[src/rtl/cpu_state_dumper.sv]
// Captures a CPU state snapshot on a trigger and streams it out as a 13-byte
// frame (header, pc, instr, R0..R7, XOR checksum) over a valid/ready byte port.
module cpu_state_dumper #(
    parameter logic [7:0] HEADER = 8'hA5,
    parameter int         NREG   = 8
) (
    input  logic              clk,
    input  logic              reset,
    input  logic              trig,
    input  logic [7:0]        pc,
    input  logic [15:0]       instr,
    input  logic [8*NREG-1:0] regs_flat,
    output logic [7:0]        tx_data,
    output logic              tx_valid,
    input  logic              tx_ready,
    output logic              busy,
    output logic              frame_done,
    output logic [7:0]        drop_cnt
);

    typedef enum logic {
        IDLE = 1'b0,
        SEND = 1'b1
    } state_t;

    localparam logic [3:0] LAST_IDX = 4'd12;
    localparam logic [7:0] DROP_MAX = 8'hFF;

    state_t              state_q, state_d;
    logic [3:0]          idx_q, idx_d;
    logic [7:0]          pc_q, pc_d;
    logic [15:0]         instr_q, instr_d;
    logic [8*NREG-1:0]   regs_q, regs_d;
    logic [7:0]          csum_q, csum_d;
    logic [7:0]          tx_data_q, tx_data_d;
    logic                tx_valid_q, tx_valid_d;
    logic                busy_q, busy_d;
    logic                frame_done_q, frame_done_d;
    logic [7:0]          drop_cnt_q, drop_cnt_d;
    logic                accept_s;

    // XOR of header, pc, both instruction bytes and every register byte.
    function automatic logic [7:0] frame_checksum(
        input logic [7:0]        f_pc,
        input logic [15:0]       f_instr,
        input logic [8*NREG-1:0] f_regs
    );
        logic [7:0] c;
        c = HEADER ^ f_pc ^ f_instr[15:8] ^ f_instr[7:0];
        for (int k = 0; k < NREG; k++) begin
            c = c ^ f_regs[8*k +: 8];
        end
        return c;
    endfunction

    // Byte offered at a given frame index; index 13 is reserved and reads as zero.
    function automatic logic [7:0] frame_byte(
        input logic [3:0]        f_idx,
        input logic [7:0]        f_pc,
        input logic [15:0]       f_instr,
        input logic [8*NREG-1:0] f_regs,
        input logic [7:0]        f_csum
    );
        logic [7:0] b;
        case (f_idx)
            4'd0:    b = HEADER;
            4'd1:    b = f_pc;
            4'd2:    b = f_instr[15:8];
            4'd3:    b = f_instr[7:0];
            4'd4:    b = f_regs[7:0];
            4'd5:    b = f_regs[15:8];
            4'd6:    b = f_regs[23:16];
            4'd7:    b = f_regs[31:24];
            4'd8:    b = f_regs[39:32];
            4'd9:    b = f_regs[47:40];
            4'd10:   b = f_regs[55:48];
            4'd11:   b = f_regs[63:56];
            4'd12:   b = f_csum;
            default: b = 8'h00;
        endcase
        return b;
    endfunction

    assign accept_s = tx_valid_q & tx_ready;

    // Next-state logic: frame sequencing, snapshot capture and drop counting.
    always_comb begin
        state_d      = state_q;
        idx_d        = idx_q;
        pc_d         = pc_q;
        instr_d      = instr_q;
        regs_d       = regs_q;
        csum_d       = csum_q;
        tx_data_d    = tx_data_q;
        tx_valid_d   = tx_valid_q;
        busy_d       = busy_q;
        frame_done_d = 1'b0;

        // A trigger seen while busy (including the final-accept cycle) is a drop.
        if (trig && busy_q) begin
            if (drop_cnt_q != DROP_MAX) begin
                drop_cnt_d = drop_cnt_q + 8'd1;
            end else begin
                drop_cnt_d = drop_cnt_q;
            end
        end else begin
            drop_cnt_d = drop_cnt_q;
        end

        case (state_q)
            IDLE: begin
                if (trig) begin
                    pc_d       = pc;
                    instr_d    = instr;
                    regs_d     = regs_flat;
                    csum_d     = frame_checksum(pc, instr, regs_flat);
                    state_d    = SEND;
                    idx_d      = 4'd0;
                    tx_data_d  = HEADER;
                    tx_valid_d = 1'b1;
                    busy_d     = 1'b1;
                end else begin
                    idx_d      = 4'd0;
                    tx_data_d  = 8'h00;
                    tx_valid_d = 1'b0;
                    busy_d     = 1'b0;
                end
            end
            SEND: begin
                if (accept_s) begin
                    if (idx_q == LAST_IDX) begin
                        state_d      = IDLE;
                        idx_d        = 4'd0;
                        tx_data_d    = 8'h00;
                        tx_valid_d   = 1'b0;
                        busy_d       = 1'b0;
                        frame_done_d = 1'b1;
                    end else begin
                        idx_d     = idx_q + 4'd1;
                        tx_data_d = frame_byte(idx_q + 4'd1, pc_q, instr_q, regs_q, csum_q);
                    end
                end else begin
                    idx_d     = idx_q;
                    tx_data_d = tx_data_q;
                end
            end
            default: begin
                state_d    = IDLE;
                idx_d      = 4'd0;
                tx_data_d  = 8'h00;
                tx_valid_d = 1'b0;
                busy_d     = 1'b0;
            end
        endcase
    end

    // State and output registers with synchronous active-low reset.
    always_ff @(posedge clk) begin
        if (!reset) begin
            state_q      <= IDLE;
            idx_q        <= 4'd0;
            pc_q         <= 8'h00;
            instr_q      <= 16'h0000;
            regs_q       <= '0;
            csum_q       <= 8'h00;
            tx_data_q    <= 8'h00;
            tx_valid_q   <= 1'b0;
            busy_q       <= 1'b0;
            frame_done_q <= 1'b0;
            drop_cnt_q   <= 8'h00;
        end else begin
            state_q      <= state_d;
            idx_q        <= idx_d;
            pc_q         <= pc_d;
            instr_q      <= instr_d;
            regs_q       <= regs_d;
            csum_q       <= csum_d;
            tx_data_q    <= tx_data_d;
            tx_valid_q   <= tx_valid_d;
            busy_q       <= busy_d;
            frame_done_q <= frame_done_d;
            drop_cnt_q   <= drop_cnt_d;
        end
    end

    assign tx_data    = tx_data_q;
    assign tx_valid   = tx_valid_q;
    assign busy       = busy_q;
    assign frame_done = frame_done_q;
    assign drop_cnt   = drop_cnt_q;

endmodule

[config.mk]
export PLATFORM = sky130hd
export DESIGN_NAME = cpu_state_dumper
export DESIGN_NICKNAME = d
export VERILOG_FILES = /design/src/rtl/cpu_state_dumper.sv
export SDC_FILE = /design/constraint.sdc
export NUM_CORES = 1
export LEC_CHECK = 0
export ABC_AREA = 1
export ABC_CLOCK_PERIOD_IN_PS = 2200
export BUFFER_PORTS_ARGS = -buffer_cell sky130_fd_sc_hd__buf_4
export CAP_MARGIN = 20
export CORE_MARGIN = 2
export CORE_UTILIZATION = 33
export DETAILED_ROUTE_END_ITERATION = 6
export HOLD_SLACK_MARGIN = 0.12
export SLEW_MARGIN = 20
export SYNTH_ARGS = -nofsm -noshare
export SYNTH_HDL_FRONTEND = slang
export SYNTH_SLANG_ARGS = --single-unit
[constraint.sdc]
create_clock -name clk -period 2.2 [get_ports clk]
set_clock_uncertainty 0.15 [all_clocks]
set_input_delay 0 -clock clk [delete_from_list [all_inputs] [get_ports clk]]
set_output_delay 0 -clock clk [all_outputs]
set_load 0.1 [all_outputs]
==> results.py <==
metrics = {
    "setup_path": {
        "worstPathMaxFanout": 35,
        "critPathTopFamily": "simple AND/OR/NAND/NOR gates",
        "worstSetupPathType": "reg -> reg",
        "cpMostUsedCell": "nand2_1",
        "arrival_ns": 2.21,
        "critPathMaxStageDelay_ns": 0.46,
        "cp-end-kind": "register",
        "crit_chain": "nand3_1 -> nand2_1 -> nand2_2 -> buf_4 -> o211ai_1 -> nand2_1 -> nor2_1 -> nand3_1 -> nand2_1 -> a21oi_1",
        "critPathSlowestCell": "dfxtp_1",
        "required_ns": 2.36,
        "path_depth": 10,
        "rr_worst_depth": 10,
        "setup.worst_path.start_class": "register",
        "crit_buf_inv": 1,
    },
    "outcome": {
        "status": "finished clean",
    },
    "floorplan": {
        "die_y_um": 143,
        "die_w_um": 143,
        "rows": 50,
        "coreArea_um2": 18800,
        "floorplan.initialDensity": 0.338,
        "die_area_um2": 20300,
        "io-pin-count": 111,
    },
    "routing": {
        "viasPerCell": 5.01,
        "drc": 0,
        "wl_mm": 22.3,
        "firstDrtPassIters": 5,
        "num_vias": 7073,
        "detail-route-antenna-nets": 0,
        "wl_per_cell_um": 15.8,
        "drt_iter0_markers": 591,
    },
    "clock_tree": {
        "numCtsBuffers": 17,
        "postCtsSetupRepairBufs": 0,
        "cts_buffer_depth": 2,
        "cts_root_buf": "clkbuf_16",
        "clk_pin_slew_ns": 0.06,
        "clkSinkCount": 119,
        "worstSkewPairLatency_ns": 0.42,
        "cts_max_level": 4,
        "cts_tree": "yes",
    },
    "synthesis": {
        "yosysSeqAreaShare": 0.376,
        "syn_nets": 1006,
        "syn_avg_cell_area_um2": 6.99,
        "ys_seq_elements": 119,
        "yosysUniqueCellTypes": 28,
        "synth_cells": 907,
        "yosysWarnings": 0,
        "syn_area_um2": 6340,
    },
    "hold_path": {
        "hold_path.class": "in -> reg",
        "hold_depth": 4,
    },
    "timing": {
        "fin_crit_ns": 2.05,
        "clock.fmax_ghz": 0.487,
        "layout_setup_ws_ns": 0.145,
        "tns_ns": 0,
        "slew_violations": 0,
        "finalSetupViolations": 0,
        "tightestPinTransition_ns": 0.693,
        "hold_viol_final": 0,
        "final.period_utilization": 0.934,
        "rsz0062_at_grt": "false",
        "slew_headroom": 0.538,
    },
    "power_and_ir_drop": {
        "powerDensity_nw_per_um2": 684,
        "p_int_mw": 4.70,
        "pwr-share-clk": 0.407,
        "swShare": 0.288,
        "combPwrFrac": 0.219,
        "irDropWorstVdd_mv": 0.545,
        "p_switching_mw": 1.90,
        "power_frac_seq": 0.374,
        "total_power_mw": 6.61,
        "p_leak_nw": 4.30,
    },
    "global_routing": {
        "grt_pass1_wl_mm": 35.7,
        "grt_use_total": 0.228,
        "grt_pass1_vias": 6835,
        "gr-total-overflow": 0,
        "grt_max_degree": 74,
        "antenna_found_initial": 0,
    },
    "placement": {
        "portBuffers": 110,
        "hpwlAfterDp_mm": 14.8,
        "post-place-cells": 1211,
        "dp_slack_ns": 0.122,
        "place_congestion": 0.929,
    },
    "cells_and_area": {
        "layout-area-overhead-vs-synth_pct": 52.3,
        "final_cells": 1413,
        "layout_common_cells": "nor2_1, dlygate4sd3_1, buf_4",
        "drive_above_1_share": 0.158,
        "antenna_cells": 0,
        "layout_commonest_cell": "nor2_1",
        "final_nets": 1265,
    },
    "job": {
        "drv_cap": 0,
    },
}
## per-layer routing
| metal | share of wire | vias to the layer above | track usage |
|---|---|---|---|
| li1 | - | 3493 | - |
| met1 | 0.42 | 3291 | 0.280 |
| met2 | 0.49 | 239 | 0.386 |
| met3 | 0.056 | 50 | 0.0431 |
| met4 | 0.036 | 0 | 0.107 |
| met5 | 0 | - | 0 |
## tightest hold or removal path, stage by stage
cell	delay (ns)
dlygate4sd3_1	0.52
buf_4	0.10
inv_1	0.05
a21oi_1	0.11
## through the flow
step           area, um^2  hold WS, ns   util
5_1_grt              9650        0.262  0.514
3_5_place_dp         7370        0.126  0.393
4_1_cts              9650        0.224  0.514
6_report             9650        0.246  0.514
2_1_floorplan        6350       0.0153      -
3_3_place_gp         7370        0.118  0.393
## logic make-up (layout without fill, tap and decap cells)
kind of cell | Yosys count | in the layout | share of synthesized area
simple gates | 461 | 461 | 0.321
compound gates | 126 | 126 | 0.101
flops | 119 | 119 | 0.376
xor+xnor | 80 | 80 | 0.111
buf+inv | 114 | 386 | 0.0786
fa+ha+maj | 7 | 7 | 0.0138
## power by group through the flow
stage / logic [mW] / registers [mW] / clock network [mW]
global placement: 1.14 / 2.51 / 0
floorplan: 0.671 / 2.56 / 0
detailed placement: 1.15 / 2.51 / 0
CTS: 1.43 / 2.47 / 2.72
global route: 1.59 / 2.49 / 2.82
finish: 1.45 / 2.47 / 2.69
## area by class of cell
type | instances | area (um^2)
Fill cell | 1798 | 9110
Inverter | 54 | 205
Clock buffer | 24 | 502
Multi-Input combinational cell | 674 | 3460
Timing Repair Buffer | 300 | 2730
Sequential cell | 119 | 2390
Tap cell | 234 | 293
Clock inverter | 8 | 70.1
## registers in the layout (all words and copies together) (netlist names)
register	count
drop_cnt	8
regs_q	64
pc_q	8
state_q	1
csum_q	8
instr_q	16
busy	1
tx_data	8
idx_q	4
frame_done	1
## cell usage after synthesis, drive strengths merged
master | n | area (um^2)
o211ai | 2 | 15.0
nand2 | 123 | 477
nand3 | 58 | 290
xor2 | 38 | 333
ha | 7 | 87.6
nor4 | 3 | 25.0
and3 | 1 | 6.26
xnor2 | 42 | 368
nor2 | 208 | 808
inv | 54 | 205
o21ai | 96 | 480
clkbuf | 28 | 105
or2 | 1 | 6.26
buf | 32 | 188
nand4 | 67 | 419
o21a | 1 | 7.51
a21oi | 27 | 135
dfxtp | 119 | 2380
## what timing repair did
| item | in CTS | in global routing |
|---|---|---|
| setup endpoints to repair | 0 | 56 |
| gates resized for setup | 0 | 3 |
| hold buffers | 170 | 0 |
| endpoints found under the hold margin | 117 | 0 |
## final timing paths
check / start / endpoint / slack, ns
max: idx_q[2]$_SDFFE_PN0P_ / tx_data[2]$_SDFFE_PN0P_ / 0.15
max reg2reg: idx_q[2]$_SDFFE_PN0P_ / tx_data[2]$_SDFFE_PN0P_ / 0.15
min: regs_flat[11] / regs_q[11]$_SDFFE_PN0P_ / 0.25
min reg2reg: drop_cnt[5]$_SDFFE_PN0P_ / drop_cnt[5]$_SDFFE_PN0P_ / 0.33
(Power assumes the default switching activity.)
